==> config.mk <==
export PLATFORM = sky130hd
export DESIGN_NAME = branch_stall_ctrl_flat
export DESIGN_NICKNAME = d
export VERILOG_FILES = /design/src/rtl/branch_stall_ctrl_if.sv /design/src/rtl/branch_stall_ctrl.sv /design/src/flat_wrapper.sv
export SDC_FILE = /design/constraint.sdc
export NUM_CORES = 1
export LEC_CHECK = 0
export BUFFER_PORTS_ARGS = -buffer_cell sky130_fd_sc_hd__buf_2
export CAP_MARGIN = 40
export CORE_MARGIN = 3
export CORE_UTILIZATION = 40
export DETAILED_ROUTE_END_ITERATION = 16
export PLACE_DENSITY = 0.7
export SLEW_MARGIN = 10
export SYNTH_ARGS = -nofsm -noshare
export SYNTH_HDL_FRONTEND = slang
export SYNTH_SLANG_ARGS = --single-unit
==> constraint.sdc <==
create_clock -name clk -period 2.5 [get_ports clk]
set_input_delay 0.125 -clock clk [delete_from_list [all_inputs] [get_ports clk]]
set_output_delay 0.125 -clock clk [all_outputs]
set_load 0.02 [all_outputs]
==> src/rtl/branch_stall_ctrl_if.sv <==
// branch_stall_ctrl_if
//  Groups the signals between the ID-stage branch controller and the rest of
//  the pipeline: the IF/ID instruction fields, the flag register, and the
//  hazard unit on one side, and the stall, redirect and flush controls on the
//  other.
//  master : pipeline side. Drives the instruction, flag and hazard inputs and
//           receives the stall and redirect controls.
//  slave  : branch_stall_ctrl side.
//  Signals:
//   if_id_valid, opcode[3:0], ccc[2:0]  IF/ID instruction fields
//   flags[2:0] {Z,V,N}                  committed flag register
//   flag_wr_pend, br_hazard, halt       hazard and halt status
//   stall_en, take_branch, flush        pipeline controls
//   has_stalled, stall_cnt[CNT_W-1:0]   status and statistics
interface branch_stall_ctrl_if #(
  parameter int CNT_W = 16
);
  logic             if_id_valid;
  logic [3:0]       opcode;
  logic [2:0]       ccc;
  logic [2:0]       flags;
  logic             flag_wr_pend;
  logic             br_hazard;
  logic             halt;
  logic             stall_en;
  logic             take_branch;
  logic             flush;
  logic             has_stalled;
  logic [CNT_W-1:0] stall_cnt;

  modport master (
    output if_id_valid, opcode, ccc, flags, flag_wr_pend, br_hazard, halt,
    input  stall_en, take_branch, flush, has_stalled, stall_cnt
  );

  modport slave (
    input  if_id_valid, opcode, ccc, flags, flag_wr_pend, br_hazard, halt,
    output stall_en, take_branch, flush, has_stalled, stall_cnt
  );
endinterface

==> src/rtl/branch_stall_ctrl.sv <==
// branch_stall_ctrl
//  Resolves conditional branches in the ID stage of the 5-stage WISC
//  pipeline. The controller freezes the PC and IF/ID while the flags or the
//  BR target register are not yet valid. It then evaluates the branch
//  condition against the flag register and requests a redirect together with
//  a flush of the instruction being fetched.
//  Ports:
//   clk    rising-edge clock
//   rst_n  asynchronous active-low reset
//   bus    branch_stall_ctrl_if.slave (instruction, flags, hazards in;
//          stall_en, take_branch, flush, has_stalled, stall_cnt out)
module branch_stall_ctrl #(
  parameter int       FLAG_WAIT = 1,
  parameter logic [3:0] OP_B    = 4'hC,
  parameter logic [3:0] OP_BR   = 4'hD,
  parameter int       CNT_W     = 16
) (
  input  logic               clk,
  input  logic               rst_n,
  branch_stall_ctrl_if.slave bus
);

  localparam int WAIT_W = (FLAG_WAIT > 1) ? $clog2(FLAG_WAIT) : 1;
  localparam logic [WAIT_W-1:0] WAIT_LOAD = WAIT_W'(FLAG_WAIT - 1);

  typedef enum logic [1:0] {
    IDLE,
    REG_WAIT,
    FLAG_WAIT_ST,
    RESOLVE
  } state_t;

  state_t            state;
  state_t            state_next;
  logic [WAIT_W-1:0] wait_cnt;
  logic [WAIT_W-1:0] wait_next;
  logic [WAIT_W-1:0] wait_dec;
  logic [2:0]        ccc_q;
  logic              is_br_q;
  logic              latch_en;
  logic [CNT_W-1:0]  stall_cnt_q;
  logic              stall_int;
  logic              take_int;
  logic              is_branch;
  logic              is_br_op;

  // Condition decode on {Z,V,N}. GE reduces to Z | ~N and LE to N | Z.
  function automatic logic cond_met(input logic [2:0] c, input logic [2:0] f);
    logic z;
    logic v;
    logic n;
    z = f[2];
    v = f[1];
    n = f[0];
    case (c)
      3'b000:  cond_met = ~z;
      3'b001:  cond_met = z;
      3'b010:  cond_met = ~z & ~n;
      3'b011:  cond_met = n;
      3'b100:  cond_met = z | (~z & ~n);
      3'b101:  cond_met = n | z;
      3'b110:  cond_met = v;
      default: cond_met = 1'b1;
    endcase
  endfunction

  assign is_br_op  = (bus.opcode == OP_BR);
  assign is_branch = bus.if_id_valid & ((bus.opcode == OP_B) | is_br_op) & ~bus.halt;

  // Saturating decrement of the flag-wait counter.
  assign wait_dec = (wait_cnt == '0) ? '0 : wait_cnt - 1'b1;

  // The wait counter holds the number of stall cycles still required after the
  // current one. A stall cycle that leaves the counter at zero with no flag
  // write pending is therefore the last one, and the branch resolves on the
  // next cycle. As a result, exactly FLAG_WAIT stall cycles occur when nothing
  // else holds the branch.
  always_comb begin
    state_next = state;
    wait_next  = wait_cnt;
    latch_en   = 1'b0;
    stall_int  = 1'b0;
    take_int   = 1'b0;
    if (bus.halt) begin
      state_next = IDLE;
      wait_next  = '0;
    end else begin
      case (state)
        IDLE: begin
          if (is_branch) begin
            latch_en = 1'b1;
            if (is_br_op && bus.br_hazard) begin
              stall_int  = 1'b1;
              state_next = REG_WAIT;
            end else if (bus.ccc == 3'b111) begin
              take_int = 1'b1;
            end else begin
              stall_int = 1'b1;
              wait_next = WAIT_LOAD;
              if (WAIT_LOAD == '0 && !bus.flag_wr_pend) begin
                state_next = RESOLVE;
              end else begin
                state_next = FLAG_WAIT_ST;
              end
            end
          end
        end
        REG_WAIT: begin
          stall_int = 1'b1;
          if (!(is_br_q && bus.br_hazard)) begin
            if (ccc_q == 3'b111) begin
              state_next = RESOLVE;
            end else begin
              wait_next = WAIT_LOAD;
              if (WAIT_LOAD == '0 && !bus.flag_wr_pend) begin
                state_next = RESOLVE;
              end else begin
                state_next = FLAG_WAIT_ST;
              end
            end
          end
        end
        FLAG_WAIT_ST: begin
          stall_int = 1'b1;
          wait_next = wait_dec;
          if (wait_dec == '0 && !bus.flag_wr_pend) begin
            state_next = RESOLVE;
          end
        end
        RESOLVE: begin
          take_int   = cond_met(ccc_q, bus.flags);
          state_next = IDLE;
        end
        default: begin
          state_next = IDLE;
        end
      endcase
    end
  end

  // State, wait counter and latched branch fields.
  always_ff @(posedge clk or negedge rst_n) begin
    if (!rst_n) begin
      state    <= IDLE;
      wait_cnt <= '0;
      ccc_q    <= '0;
      is_br_q  <= 1'b0;
    end else begin
      state    <= state_next;
      wait_cnt <= wait_next;
      if (latch_en) begin
        ccc_q   <= bus.ccc;
        is_br_q <= is_br_op;
      end
    end
  end

  // Count stall cycles and saturate at all-ones.
  always_ff @(posedge clk or negedge rst_n) begin
    if (!rst_n) begin
      stall_cnt_q <= '0;
    end else if (stall_int && (stall_cnt_q != '1)) begin
      stall_cnt_q <= stall_cnt_q + 1'b1;
    end
  end

  // Gating the outputs with rst_n makes stall_en drop as soon as reset is
  // asserted, even while a branch is still present in IF/ID.
  assign bus.stall_en    = rst_n & stall_int;
  assign bus.take_branch = rst_n & take_int;
  assign bus.flush       = rst_n & take_int;
  assign bus.has_stalled = rst_n & (state == RESOLVE) & ~bus.halt;
  assign bus.stall_cnt   = stall_cnt_q;

endmodule

==> src/flat_wrapper.sv <==
// flat-port wrapper written by rule: the top's interface ports become plain ports
module branch_stall_ctrl_flat 
#(
  parameter int       FLAG_WAIT = 1,
  parameter logic [3:0] OP_B    = 4'hC,
  parameter logic [3:0] OP_BR   = 4'hD,
  parameter int       CNT_W     = 16
)
  (clk, rst_n, bus_if_id_valid, bus_opcode, bus_ccc, bus_flags, bus_flag_wr_pend, bus_br_hazard, bus_halt, bus_stall_en, bus_take_branch, bus_flush, bus_has_stalled, bus_stall_cnt);
  branch_stall_ctrl_if #(.CNT_W(CNT_W)) bus_i ();
  input  logic clk;
  input  logic rst_n;
  input wire logic [$bits(bus_i.if_id_valid)-1:0] bus_if_id_valid;
  input wire logic [$bits(bus_i.opcode)-1:0] bus_opcode;
  input wire logic [$bits(bus_i.ccc)-1:0] bus_ccc;
  input wire logic [$bits(bus_i.flags)-1:0] bus_flags;
  input wire logic [$bits(bus_i.flag_wr_pend)-1:0] bus_flag_wr_pend;
  input wire logic [$bits(bus_i.br_hazard)-1:0] bus_br_hazard;
  input wire logic [$bits(bus_i.halt)-1:0] bus_halt;
  output wire logic [$bits(bus_i.stall_en)-1:0] bus_stall_en;
  output wire logic [$bits(bus_i.take_branch)-1:0] bus_take_branch;
  output wire logic [$bits(bus_i.flush)-1:0] bus_flush;
  output wire logic [$bits(bus_i.has_stalled)-1:0] bus_has_stalled;
  output wire logic [$bits(bus_i.stall_cnt)-1:0] bus_stall_cnt;
  assign bus_i.if_id_valid = bus_if_id_valid;
  assign bus_i.opcode = bus_opcode;
  assign bus_i.ccc = bus_ccc;
  assign bus_i.flags = bus_flags;
  assign bus_i.flag_wr_pend = bus_flag_wr_pend;
  assign bus_i.br_hazard = bus_br_hazard;
  assign bus_i.halt = bus_halt;
  assign bus_stall_en = bus_i.stall_en;
  assign bus_take_branch = bus_i.take_branch;
  assign bus_flush = bus_i.flush;
  assign bus_has_stalled = bus_i.has_stalled;
  assign bus_stall_cnt = bus_i.stall_cnt;
  branch_stall_ctrl #(.FLAG_WAIT(FLAG_WAIT), .OP_B(OP_B), .OP_BR(OP_BR), .CNT_W(CNT_W)) u_core (.clk(clk), .rst_n(rst_n), .bus(bus_i));
endmodule
# After elaboration in Yosys (flattened, before gate mapping)
# Cells that the tools add are included.
dict set report totals {
  in_bits 16
  ff_bits 23
}
dict set report classes {
  reduce_logical 11
  bitwise 14
  eq_ne 21
  n_addsub 2
  muxes 31
}
# cell n
set ops {}
lappend ops {{two-way mux 1 bit} 19}
lappend ops {{adder 16 x 1 -> 16 bit, second input constant} 1}
lappend ops {{inequality test 16 bit, second input constant} 1}
lappend ops {{== test 3 bit, second input constant} 5}
lappend ops {{two-way mux 2 bit} 7}
lappend ops {{inequality test 3 bit, second input constant} 4}
lappend ops {{== test 4 bit, second input constant} 2}
lappend ops {{case mux 2 bit (4 select lines)} 1}
lappend ops {{AND 1 bit} 7}
lappend ops {{case mux 1 bit (7 select lines)} 1}
lappend ops {{== test 3 x 2 -> 1 bit, second input constant} 2}
lappend ops {{inequality test 3 x 2 -> 1 bit, second input constant} 2}
lappend ops {{AND reduction 6 bit} 1}
lappend ops {{== test 2 bit, second input constant} 2}
lappend ops {{logical AND 1 bit} 4}
lappend ops {{inequality test 4 x 3 -> 1 bit, second input constant} 1}
lappend ops {{inverter 1 bit} 4}
lappend ops {{case mux 1 bit (2 select lines)} 2}
lappend ops {{AND reduction 4 bit} 1}
lappend ops {{nonzero test 4 bit} 1}
lappend ops {{== test 3 x 1 -> 1 bit, second input constant} 1}
lappend ops {{logical NOT 3 bit} 1}
lappend ops {{bitwise OR 1 bit} 3}
lappend ops {{case mux 1 bit (3 select lines)} 1}
lappend ops {{other kinds (5)} 5}

# Logic depth before layout (Yosys ltp)
dict set report logic_depth {
  ltp_word 8
  ltp_mapped 8
}

# Worst setup path before layout
# Ideal clock, no wire load.
dict set report synth_path {
  path_kind {reg-to-output}
  start {register u_core.state[0]}
  end {output bus_take_branch}
  n_path_buf 1
  stages_incl_launch_ff 8
  t_arrival_ns 2.754
  path_slack_ns -0.379
  cell_sequence {dfrtp_1 inv_1 ha_1 nand3b_1 nor2_1 nand3_1 a2111oi_0 buf_4}
}
dict set report synth_between {
  elab_chain_len 4
  elab_cells_between_ends 5
  cone_classes {eq/ne (1); mux (2); bitwise (1); reduce/logical (1)}
}
# item line_no
set synth_rtl {}
lappend synth_rtl {{from (decl)} branch_stall_ctrl.sv:33} ;# state_t state;
lappend synth_rtl {{from (signal assigned)} branch_stall_ctrl.sv:149} ;# state <= state_next;
lappend synth_rtl {{== test 2 bit or logical NOT 2 bit (tied branches)} branch_stall_ctrl.sv:88} ;# case (state)
lappend synth_rtl {{case mux 1 bit (2 select lines) (*)} branch_stall_ctrl.sv:88}
lappend synth_rtl {{two-way mux 1 bit (*)} branch_stall_ctrl.sv:84} ;# if (bus.halt) begin
lappend synth_rtl {{AND 1 bit (*)} n/a}
lappend synth_rtl {{to (decl)} flat_wrapper.sv:21} ;# output wire logic [$bits(bus_i.take_branch)-1:0] bus_take_branch;
# Mark *: on every way between the ends. The rest lies on a longest branch, timed or not.

# Worst setup path after layout
dict set report layout_path {
  start {register u_core.state[0]}
  end {output bus_take_branch}
}
dict set report layout_between {
  elab_chain_len 4
  elab_cells_between_ends 5
  cone_classes {eq/ne (1); mux (2); bitwise (1); reduce/logical (1)}
}
# item line_no
set layout_rtl {}
lappend layout_rtl {{== test 2 bit or logical NOT 2 bit (tied branches)} branch_stall_ctrl.sv:88}
lappend layout_rtl {{case mux 1 bit (2 select lines) (*)} branch_stall_ctrl.sv:88}
lappend layout_rtl {{two-way mux 1 bit (*)} branch_stall_ctrl.sv:84}
lappend layout_rtl {{AND 1 bit (*)} branch_stall_ctrl.sv:170} ;# assign bus.take_branch = rst_n & take_int;
# Marked as above.

==> flow_metrics.py <==
metrics = {
    "clock_tree": {
        "cts_sinks": 22,
        "cts_resized": 0,
        "cts_tree": "built",
        "post_cts_buffers": 0,
        "clockBufferDepth": 2,
        "cts-root-buf": "clkbuf_4",
        "cts.clk_slew.worst_paths_ps": 110,
        "ctsHtreeMaxLevel": 1,
        "cts_buffers": 3,
        "postCtsHoldBufs": 1,
        "clk_latency_ps": 300,
    },
    "worst_setup_path": {
        "worst-setup-path-type": "flip-flop to output port",
        "startpoint": "u_core.state[0]",
        "cp-start-kind": "flip-flop",
        "cpMaxStageDelayCell": "dfrtp_1",
        "path_cells": "inv_1 -> ha_1 -> nand3b_1 -> nor2_1 -> buf_4 -> nand3_1 -> a2111oi_2 -> buf_2",
        "cpPeakStageDelay_ps": 440,
        "end_kind": "output port",
        "cp_data_arrival_time_ps": 2210,
        "critPathRequiredTime_ps": 2380,
        "rr_startpoint": "u_core.state[0]",
        "cp_max_fo": 6,
    },
    "final_layout": {
        "antennaDiodeCount": 0,
        "fin_cells": 211,
        "fin_nets": 190,
        "fill_cells": 282,
        "syn_to_final_growth_pct": 21.9,
        "layout-drive-gt1-share": 0.335,
        "final_core_utilization": 0.517,
    },
    "floorplan": {
        "initial_core_util": 0.424,
        "coreArea_sq_mm": 0.00308,
        "die-width_um": 63.1,
        "die_h_um": 63.1,
        "io_pins": 36,
        "dieArea_sq_mm": 0.00398,
        "row_count": 20,
    },
    "placed_design": {
        "place_inst": 206,
        "io_buffer_count": 35,
        "place_worst_setup_slack_ps": 350,
        "place_congestion": 0.874,
        "dp_hpwl_mm": 2.22,
    },
    "sta": {
        "skew_ps": 3.74,
        "rsz0062_at_grt": "false",
        "slew_violations": 0,
        "fin_crit_sh": 0.933,
        "fmax_ghz": 0.429,
        "finalSetupTns_ps": 0,
        "tightest_slew_ps": 732,
        "finalSetupViolCount": 0,
        "fin_ws_ps": 167,
        "holdWs_ps": 49.6,
        "slew_headroom": 0.512,
        "hold_viol_final": 0,
        "fin_crit_ps": 2330,
    },
    "synth": {
        "synthCells": 127,
        "synthFlopType": "dfrtp_1",
        "avgSynthCellArea_sq_um": 10.3,
        "synth_warnings": 0,
        "yosys_register_bits": 22,
        "synth_seq_area_share": 0.422,
        "netlist_area_sq_mm": 0.00131,
        "synth.distinct_cells": 39,
        "synth-edff-count": 0,
        "async_reset_ff_frac": 1.00,
        "syn_nets": 149,
    },
    "detailed_routing": {
        "vias": 1081,
        "drc": 0,
        "totalWireLength_mm": 2.74,
        "vias_per_cell": 5.12,
        "drt_first_pass_iters": 4,
        "avgRoutedWirePerCell_um": 13.0,
        "drt-initial-drc-count": 59,
        "ant_nets": 0,
    },
    "grt": {
        "grt_util_all_layers": 0.147,
        "antenna_found_initial": 0,
        "overflow": 0,
        "grt_pass1_vias": 1084,
        "grt_max_degree": 23,
        "grt_pass1_wl_mm": 4.79,
    },
    "flow_run": {
        "maxCapViolCount": 0,
    },
    "power": {
        "power_density_mw_per_mm2": 752,
        "p_leak_uw": 0.000791,
        "vdd_ir_drop_max_mv": 0.439,
    },
    "status": {
        "outcome": "finished, final reports clean",
    },
    "min_path": {
        "hold_class": "input port to flip-flop",
        "hold_start": "bus_ccc[0]",
    },
}
[critical path: cells and delay by family, from the launching register on]
| family | cells | cell delay (ps) |
|---|---|---|
| buffers and inverters | 3 | 500 |
| DFF | 1 | 440 |
| AOI/OAI and AO/OA | 1 | 400 |
| and+or+nand+nor | 3 | 330 |
| adders and majority gates | 1 | 250 |
[Yosys cell counts (2+ instances only)]
library cell / instances / share of area
dfrtp_1: 22 / 0.42
xor2_1: 13 / 0.087
nand2_1: 9 / 0.026
nor2_1: 9 / 0.026
inv_1: 8 / 0.023
nand3_1: 8 / 0.031
ha_1: 6 / 0.058
nor3_1: 6 / 0.023
mux2_2: 5 / 0.043
nor4_1: 4 / 0.019
a2111oi_0: 2 / 0.013
and3_1: 2 / 0.0096
mux2i_1: 2 / 0.015
nand3b_1: 2 / 0.012
nor3_2: 2 / 0.015
nor3b_1: 2 / 0.012
o21ai_0: 2 / 0.0077
xnor2_1: 2 / 0.013
[flip-flops by register name (all words and copies together) (netlist names)]
| signal | flops |
|---|---|
| u_core.bus.stall_cnt | 16 |
| u_core.ccc_q | 3 |
| u_core.state | 2 |
| u_core.is_br_q | 1 |
[worst paths after layout]
| check | to | slack (ps) | cells after the start |
|---|---|---|---|
| min in group asynchronous | u_core.bus.stall_cnt[0] | 320 | 3 |
| worst min register to register | u_core.bus.stall_cnt[13] | 520 | 1 |
| worst max register to register | u_core.bus.stall_cnt[1] | 340 | 7 |
| max in group asynchronous | u_core.bus.stall_cnt[15] | 1960 | 3 |
| worst min-delay path | u_core.ccc_q[0] | 50 | 3 |
| worst max-delay path | bus_take_branch | 170 | 8 |
[cells in the final DEF, fill, tap and decap left out, types with 3 or more instances in the layout]
master    instances
nor4_1            4
buf_2            35
xor2_1           13
inv_1             8
clkbuf_4          3
nand2_1           9
mux2_2            5
nor2_1            9
ha_1              6
nor3_1            6
dfrtp_1          22
nand3_1           8
[cell type report]
class / instances / area, sq um / area share
inverter: 8 / 30.0 / 0.0189
multi-input combinational: 95 / 718 / 0.452
clock buffer: 4 / 36.3 / 0.0228
sequential: 22 / 551 / 0.346
timing repair buffer: 38 / 200 / 0.126
tap: 44 / 55.1 / 0.0346
[power breakdown]
group	leakage (uW)	internal [uW]	switching (uW)
registers	0.000282	437	109
clock network	0.0000210	88.8	99.4
logic	0.000488	199	263
[cell families (layout without fill, tap and decap cells)]
kind of cell / Yosys count / after routing / share of synthesized area
AO/OA/AOI/OAI: 15 / 15 / 0.0911
buffers and inverters: 10 / 50 / 0.0326
XOR/XNOR: 15 / 15 / 0.101
flip-flops: 22 / 22 / 0.422
multiplexers: 7 / 7 / 0.0585
AND/OR/NAND/NOR: 52 / 52 / 0.238
adder cells (fa/ha/maj): 6 / 6 / 0.0575
[through the flow]
| step | total power, uW | cell area [sq um] |
|---|---|---|
| 2_1_floorplan | 878 | 1310 |
| 3_3_place_gp | 994 | 1540 |
| 3_5_place_dp | 1020 | 1540 |
| 4_1_cts | 1210 | 1590 |
| 5_1_grt | 1290 | 1590 |
| 6_report | 1200 | 1590 |
[per-layer routing]
layer | wire length (um) | global-route usage | vias up
li1 | - | - | 540
met1 | 1280 | 0.192 | 502
met2 | 1270 | 0.240 | 34
met3 | 171 | 0.0357 | 5
met4 | 27 | 0.0441 | 0
met5 | 0 | 0 | -
Power figures use the tool's default switching activity.
